--- src/rtl/trng_pkg.sv ---
// Shared types and defaults for the TRNG health monitor.
package trng_pkg;

  // Monitor operating states.
  typedef enum logic [1:0] {
    ST_STARTUP = 2'd0,
    ST_RUN     = 2'd1,
    ST_ALARM   = 2'd2
  } state_e;

  localparam int DATA_W_DEF          = 8;
  localparam int RCT_CUTOFF_DEF      = 4;
  localparam int APT_WINDOW_DEF      = 64;
  localparam int APT_CUTOFF_DEF      = 13;
  localparam int STARTUP_SAMPLES_DEF = 64;
  localparam int FIFO_DEPTH_DEF      = 4;

  // Counter width able to hold the value n itself (counters saturate at n).
  function automatic int cnt_w(input int n);
    return $clog2(n) + 1;
  endfunction

endpackage

--- src/rtl/trng_byte_fifo.sv ---
// Small output FIFO: synchronous push/pop, flush, power-of-2 depth.
// A push into a full FIFO is accepted only when a pop happens in the same cycle.
module trng_byte_fifo
  import trng_pkg::*;
#(
  parameter int DATA_W = DATA_W_DEF,
  parameter int DEPTH  = FIFO_DEPTH_DEF
) (
  input  logic              clk,
  input  logic              reset,
  input  logic              flush,
  input  logic              push,
  input  logic [DATA_W-1:0] push_data,
  input  logic              pop,
  output logic [DATA_W-1:0] head_data,
  output logic              full,
  output logic              empty
);

  localparam int PTR_W = (DEPTH > 1) ? $clog2(DEPTH) : 1;
  localparam int CNT_W = cnt_w(DEPTH);
  localparam logic [CNT_W-1:0] CNT_FULL = CNT_W'(DEPTH);

  logic [DATA_W-1:0] mem [DEPTH];
  logic [PTR_W-1:0]  wr_ptr_q, wr_ptr_d;
  logic [PTR_W-1:0]  rd_ptr_q, rd_ptr_d;
  logic [CNT_W-1:0]  count_q, count_d;
  logic              push_ok, pop_ok;

  assign full    = (count_q == CNT_FULL);
  assign empty   = (count_q == '0);
  assign pop_ok  = pop && !empty;
  assign push_ok = push && (!full || pop_ok);
  // Head is read combinationally so a byte is visible the cycle after it lands.
  assign head_data = empty ? '0 : mem[rd_ptr_q];

  // Pointer and occupancy update; flush wins over any push/pop.
  always_comb begin
    wr_ptr_d = wr_ptr_q;
    rd_ptr_d = rd_ptr_q;
    count_d  = count_q;
    if (flush) begin
      wr_ptr_d = '0;
      rd_ptr_d = '0;
      count_d  = '0;
    end else begin
      if (push_ok) wr_ptr_d = wr_ptr_q + PTR_W'(1);
      if (pop_ok)  rd_ptr_d = rd_ptr_q + PTR_W'(1);
      if (push_ok && !pop_ok)      count_d = count_q + CNT_W'(1);
      else if (!push_ok && pop_ok) count_d = count_q - CNT_W'(1);
    end
  end

  // Pointer registers with asynchronous clear.
  always_ff @(posedge clk or posedge reset) begin
    if (reset) begin
      wr_ptr_q <= '0;
      rd_ptr_q <= '0;
      count_q  <= '0;
    end else begin
      wr_ptr_q <= wr_ptr_d;
      rd_ptr_q <= rd_ptr_d;
      count_q  <= count_d;
    end
  end

  // Storage write; contents need no reset because occupancy gates every read.
  always_ff @(posedge clk) begin
    if (push_ok && !flush) mem[wr_ptr_q] <= push_data;
  end

endmodule

--- src/rtl/trng_health_monitor.sv ---
// Continuous health monitor (repetition count + adaptive proportion tests)
// gating the raw TRNG byte stream into a small output FIFO.
module trng_health_monitor
  import trng_pkg::*;
#(
  parameter int DATA_W          = DATA_W_DEF,
  parameter int RCT_CUTOFF      = RCT_CUTOFF_DEF,
  parameter int APT_WINDOW      = APT_WINDOW_DEF,
  parameter int APT_CUTOFF      = APT_CUTOFF_DEF,
  parameter int STARTUP_SAMPLES = STARTUP_SAMPLES_DEF,
  parameter int FIFO_DEPTH      = FIFO_DEPTH_DEF
) (
  input  logic              clk,
  input  logic              reset,
  input  logic              sample_valid,
  input  logic [DATA_W-1:0] sample_data,
  input  logic              clear_alarm,
  output logic              out_valid,
  input  logic              out_ready,
  output logic [DATA_W-1:0] out_data,
  output logic              health_ok,
  output logic              rct_fail,
  output logic              apt_fail
);

  localparam int RCT_W = cnt_w(RCT_CUTOFF);
  localparam int APT_W = cnt_w(APT_CUTOFF);
  localparam int IDX_W = cnt_w(APT_WINDOW);
  localparam int SU_W  = cnt_w(STARTUP_SAMPLES);
  localparam logic [RCT_W-1:0] RCT_MAX = RCT_W'(RCT_CUTOFF);
  localparam logic [APT_W-1:0] APT_MAX = APT_W'(APT_CUTOFF);
  localparam logic [IDX_W-1:0] IDX_MAX = IDX_W'(APT_WINDOW);
  localparam logic [SU_W-1:0]  SU_MAX  = SU_W'(STARTUP_SAMPLES);

  state_e            state_q, state_d;
  logic [DATA_W-1:0] last_q, last_d;
  logic [RCT_W-1:0]  rct_cnt_q, rct_cnt_d;
  logic [DATA_W-1:0] apt_ref_q, apt_ref_d;
  logic [APT_W-1:0]  apt_cnt_q, apt_cnt_d;
  logic [IDX_W-1:0]  apt_idx_q, apt_idx_d;
  logic [SU_W-1:0]   su_cnt_q, su_cnt_d;
  logic              rct_fail_q, rct_fail_d;
  logic              apt_fail_q, apt_fail_d;
  logic              health_ok_q, health_ok_d;

  logic              accept;
  logic [RCT_W-1:0]  rct_cnt_upd;
  logic [DATA_W-1:0] apt_ref_upd;
  logic [APT_W-1:0]  apt_cnt_upd;
  logic [IDX_W-1:0]  apt_idx_upd;
  logic [SU_W-1:0]   su_cnt_upd;
  logic              rct_hit, apt_hit;
  logic              fifo_flush, fifo_push, fifo_pop, fifo_full, fifo_empty;

  assign accept = sample_valid && (state_q != ST_ALARM);

  // Health-test counters as they would be after the incoming sample; a zero
  // count/index marks "no sample seen yet since reset or clear".
  always_comb begin
    rct_cnt_upd = RCT_W'(1);
    if (rct_cnt_q != '0 && sample_data == last_q)
      rct_cnt_upd = (rct_cnt_q == RCT_MAX) ? RCT_MAX : rct_cnt_q + RCT_W'(1);

    apt_ref_upd = apt_ref_q;
    apt_cnt_upd = apt_cnt_q;
    apt_idx_upd = apt_idx_q + IDX_W'(1);
    if (apt_idx_q == '0 || apt_idx_q == IDX_MAX) begin
      apt_ref_upd = sample_data;
      apt_cnt_upd = APT_W'(1);
      apt_idx_upd = IDX_W'(1);
    end else if (sample_data == apt_ref_q && apt_cnt_q != APT_MAX) begin
      apt_cnt_upd = apt_cnt_q + APT_W'(1);
    end

    su_cnt_upd = (su_cnt_q == SU_MAX) ? SU_MAX : su_cnt_q + SU_W'(1);
    rct_hit    = accept && (rct_cnt_upd == RCT_MAX);
    apt_hit    = accept && (apt_cnt_upd == APT_MAX);
  end

  // Next-state logic: test, promote, enqueue, alarm and clear.
  always_comb begin
    state_d    = state_q;
    last_d     = last_q;
    rct_cnt_d  = rct_cnt_q;
    apt_ref_d  = apt_ref_q;
    apt_cnt_d  = apt_cnt_q;
    apt_idx_d  = apt_idx_q;
    su_cnt_d   = su_cnt_q;
    rct_fail_d = rct_fail_q;
    apt_fail_d = apt_fail_q;
    fifo_flush = 1'b0;
    fifo_push  = 1'b0;

    case (state_q)
      ST_STARTUP, ST_RUN: begin
        if (accept) begin
          last_d    = sample_data;
          rct_cnt_d = rct_cnt_upd;
          apt_ref_d = apt_ref_upd;
          apt_cnt_d = apt_cnt_upd;
          apt_idx_d = apt_idx_upd;
          if (rct_hit || apt_hit) begin
            state_d    = ST_ALARM;
            rct_fail_d = rct_fail_q | rct_hit;
            apt_fail_d = apt_fail_q | apt_hit;
            fifo_flush = 1'b1;
          end else if (state_q == ST_STARTUP) begin
            su_cnt_d = su_cnt_upd;
            if (su_cnt_upd == SU_MAX) state_d = ST_RUN;
          end else begin
            fifo_push = 1'b1;
          end
        end
      end
      ST_ALARM: begin
        if (clear_alarm) begin
          state_d    = ST_STARTUP;
          rct_fail_d = 1'b0;
          apt_fail_d = 1'b0;
          rct_cnt_d  = '0;
          apt_cnt_d  = '0;
          apt_idx_d  = '0;
          su_cnt_d   = '0;
          fifo_flush = 1'b1;
        end
      end
      default: state_d = ST_STARTUP;
    endcase

    health_ok_d = (state_d == ST_RUN);
  end

  // State, counters and registered status flags.
  always_ff @(posedge clk or posedge reset) begin
    if (reset) begin
      state_q     <= ST_STARTUP;
      last_q      <= '0;
      rct_cnt_q   <= '0;
      apt_ref_q   <= '0;
      apt_cnt_q   <= '0;
      apt_idx_q   <= '0;
      su_cnt_q    <= '0;
      rct_fail_q  <= 1'b0;
      apt_fail_q  <= 1'b0;
      health_ok_q <= 1'b0;
    end else begin
      state_q     <= state_d;
      last_q      <= last_d;
      rct_cnt_q   <= rct_cnt_d;
      apt_ref_q   <= apt_ref_d;
      apt_cnt_q   <= apt_cnt_d;
      apt_idx_q   <= apt_idx_d;
      su_cnt_q    <= su_cnt_d;
      rct_fail_q  <= rct_fail_d;
      apt_fail_q  <= apt_fail_d;
      health_ok_q <= health_ok_d;
    end
  end

  // The FIFO only ever holds bytes while in RUN (it is flushed on entry to
  // ALARM and only pushed in RUN), so its occupancy alone drives out_valid.
  assign out_valid = !fifo_empty;
  assign fifo_pop  = out_valid && out_ready;
  assign health_ok = health_ok_q;
  assign rct_fail  = rct_fail_q;
  assign apt_fail  = apt_fail_q;

  trng_byte_fifo #(
    .DATA_W (DATA_W),
    .DEPTH  (FIFO_DEPTH)
  ) u_fifo (
    .clk       (clk),
    .reset     (reset),
    .flush     (fifo_flush),
    .push      (fifo_push),
    .push_data (sample_data),
    .pop       (fifo_pop),
    .head_data (out_data),
    .full      (fifo_full),
    .empty     (fifo_empty)
  );

  // Full is handled inside the FIFO (drop unless popping); kept visible here
  // only for debug probing.
  logic dbg_fifo_full;
  assign dbg_fifo_full = fifo_full;

endmodule
--- config.mk ---
export PLATFORM = sky130hd
export DESIGN_NAME = trng_health_monitor
export DESIGN_NICKNAME = d
export VERILOG_FILES = /design/src/rtl/trng_pkg.sv /design/src/rtl/trng_byte_fifo.sv /design/src/rtl/trng_health_monitor.sv
export SDC_FILE = /design/constraint.sdc
export NUM_CORES = 1
export LEC_CHECK = 0
export BUFFER_PORTS_ARGS = -buffer_cell sky130_fd_sc_hd__buf_2
export CAP_MARGIN = 20
export CORE_MARGIN = 8
export CORE_UTILIZATION = 30
export CTS_CLUSTER_SIZE = 25
export DETAILED_ROUTE_END_ITERATION = 8
export GPL_ROUTABILITY_DRIVEN = 0
export SYNTH_ARGS = -nofsm -noshare
export SYNTH_HDL_FRONTEND = slang
export SYNTH_SLANG_ARGS = --single-unit
--- constraint.sdc ---
create_clock -name clk -period 3.4 [get_ports clk]
set_input_delay 0.17 -clock clk [delete_from_list [all_inputs] [get_ports clk]]
set_output_delay 0.17 -clock clk [all_outputs]
set_load 0.05 [all_outputs]
==> results.toml <==
[outcome]
run_status = "completed"

[job]
maxCapViolations = 0

[drt]
ant_nets = 0
wl_per_cell_microns = 14.5
vias = 2851
vias_per_cell = 4.78
drcViolationCount = 0
routed_wl_microns = 8640
drt_iter0_markers = 261
drt-pass1-iter-count = 4

[finish]
area_growth_pct = 17.1
design_area_sq_um = 4940
regArea_sq_um = 2190
antennaDiodeCount = 0
fin_nets = 438
fin_cells = 597
drive_above_1_share = 0.213
multi_input_area_sq_um = 1880
nFillCells = 1335

[sta]
slew_headroom = 0.551
finalClockSkew_ns = 0.00985
worstMarginPinSlew_ns = 0.670
final_hold_viol_count = 0
holdWs_ns = 0.0510
fmax_ghz = 0.314
setup-tns-final_ns = 0
final-setup-viol-count = 0
period_share = 0.935
min_period_ns = 3.18
rsz0062_at_grt = "false"
slew_violations = 0

[clock_tree]
root_buffer = "clkbuf_16"
cts_buffers = 9
cts_sinks = 81
cts.path.max_buffers = 2
clkLatencyLatePin_ns = 0.34
h-tree-depth = 3
clk_pin_slew_ns = 0.07
cts_tree = "yes"

[global_route]
grt_max_degree = 50
grt_pass1_vias = 2842
antenna_found_initial = 0
grt_pass1_wl_microns = 14600
grt.overflow.total = 0
grt_use_total = 0.101

[floorplanning]
dieWidth_microns = 135
coreArea_sq_um = 13800
start_util = 0.305
die_area_sq_um = 18100
fp.dieH_microns = 135
std_cell_rows = 43
io_pins = 25

[worst_hold_path]
min_path_type = "input pin to register"
min-delay-start = "clear_alarm"

[pwr]
vdd_drop_max_v = 0.000392
power_uw = 3610
powerDensity_nw_per_um2 = 731
leakagePower_uw = 0.00206

[yosys]
synth_top_family_by_area = "simple AND/OR/NAND/NOR gates"
netlist_area_sq_um = 4220
synth.avg_cell_area_sq_um = 11.3
ys.flop_type = "dfrtp_1"
synth_xor_area_frac = 0.0599
synth_simple_gate_area_frac = 0.161
yosysSeqAreaShare = 0.518
yosysUniqueCellTypes = 57
syn-num-nets = 401
ys_warn_count = 0
synth_compound_area_frac = 0.110
muxShareOfSynthArea = 0.0723
synthAdderAreaFrac = 0.0403
postSynthCellCount = 375
synth-seq-cells = 81
synth_edf_count = 32
async_flop_share = 0.605

[worst_setup_path]
end_kind = "register"
crit_start = "apt_cnt_q[0]"
crit_arrival_ns = 3.39
start_kind = "register"
critPathKind = "register to register"
r2r_start = "apt_cnt_q[0]"
worstPathMaxFanout = 6
cp.required_ns = 3.61

[placement]
post-place-cells = 574
port_buffers = 24
dpl-instance-area_sq_um = 4530
hpwl_microns = 6000
==> cells by family (layout without fill, tap and decap cells) <==
kind of cell               after synthesis  count (layout)
and+or+nand+nor                        136             136
buffers and inverters                   31              73
AOI/OAI and AO/OA                       67              67
muxes                                   19              19
DFF                                     81              81
adders and majority gates               13              13
xor gates and xnor gates                28              28
==> worst paths after layout <==
path | end | slack (ns) | cells after the start
min | state_q[1] | 0.05 | 2
max in group asynchronous | u_fifo.rd_ptr_q[1] | 2.51 | 4
max | u_fifo.count_q[2] | 0.22 | 11
min reg2reg | last_q[3] | 0.50 | 2
min in group asynchronous | apt_idx_q[1] | 0.38 | 3
max reg2reg | u_fifo.count_q[2] | 0.22 | 11
==> worst max-delay path, cell delays in order, from the launching register on <==
cell	delay [ns]
dfrtp_2	0.44
ha_1	0.21
nand4b_1	0.09
nand4_1	0.16
nor4b_4	0.38
mux2i_2	0.30
a311o_1	0.22
and2b_2	0.23
fa_2	0.36
or3_1	0.38
a32oi_1	0.21
a21oi_1	0.08
==> per-stage QoR <==
stage          worst slack, ns   util
3_3_place_gp             0.208  0.328
6_report                 0.220  0.357
2_1_floorplan            0.111      -
4_1_cts                 0.0555  0.352
5_1_grt                0.00835  0.357
3_5_place_dp            0.0952  0.328
==> cell type report <==
class | count | share of cell area
Sequential cell | 81 | 0.443
Multi-Input combinational cell | 263 | 0.380
Timing Repair Buffer | 39 | 0.0501
Clock buffer | 9 | 0.0456
Tap cell | 180 | 0.0456
Clock inverter | 7 | 0.0215
Inverter | 18 | 0.0137
==> placed cells by master, fill, tap and decap left out, types with 8 or more instances in the layout <==
| master | n |
|---|---|
| clkbuf_16 | 9 |
| ha_1 | 12 |
| and2_1 | 14 |
| xnor2_1 | 8 |
| mux4_2 | 8 |
| mux2_2 | 8 |
| edfxtp_1 | 32 |
| xor2_1 | 19 |
| o21ai_0 | 22 |
| nor2_1 | 23 |
| nand3_1 | 9 |
| buf_4 | 13 |
| a21oi_1 | 17 |
| dfrtp_1 | 47 |
| inv_1 | 17 |
| nand2_1 | 57 |
| buf_2 | 24 |
==> flip-flops by register name (all words and copies together) (netlist names) <==
register,count
apt_ref_q,8
state_q,2
health_ok,1
rct_fail,1
apt_idx_q,6
rct_cnt_q,3
last_q,8
u_fifo.wr_ptr_q,2
u_fifo.rd_ptr_q,2
su_cnt_q,7
u_fifo.count_q,3
u_fifo.mem,32
apt_fail,1
apt_cnt_q,5
==> repair_timing <==
action                                  CTS  global route
buffers inserted                          0             5
gates resized for setup                   0             5
endpoints found under the setup margin    0             1
hold buffers                              0             1
hold endpoints to repair                  0            19
==> synthesized netlist by cell type (3+ instances only) <==
| master | instances | area (sq um) |
|---|---|---|
| a21o_1 | 5 | 37.5 |
| a21oi_1 | 17 | 85.1 |
| and2_1 | 14 | 87.6 |
| and3_1 | 3 | 18.8 |
| buf_6 | 3 | 33.8 |
| clkbuf_1 | 7 | 26.3 |
| dfrtp_1 | 49 | 1230 |
| edfxtp_1 | 32 | 961 |
| ha_1 | 12 | 150 |
| inv_1 | 18 | 67.6 |
| mux2_2 | 8 | 90.1 |
| mux4_2 | 8 | 180 |
| nand2_1 | 57 | 214 |
| nand3_1 | 9 | 45.0 |
| nand4_1 | 5 | 31.3 |
| nor2_1 | 23 | 86.3 |
| nor3_1 | 3 | 15.0 |
| nor4_1 | 4 | 25.0 |
| o21ai_0 | 22 | 110 |
| o31ai_1 | 3 | 22.5 |
| or3_1 | 4 | 25.0 |
| xnor2_1 | 8 | 70.1 |
| xor2_1 | 19 | 166 |
==> routing by layer <==
metal	part of all wire	global-route usage	vias up
met3	0.049	0.0290	10
met4	0.014	0.0368	0
li1	-	-	1416
met5	0	0	-
met2	0.45	0.154	56
met1	0.48	0.132	1369
==> power by group <==
part           switching [uW]  internal [uW]
Combinational             669            480
Clock                     422            659
Sequential                211           1170
No activity file was read; power rests on OpenSTA's default activity.
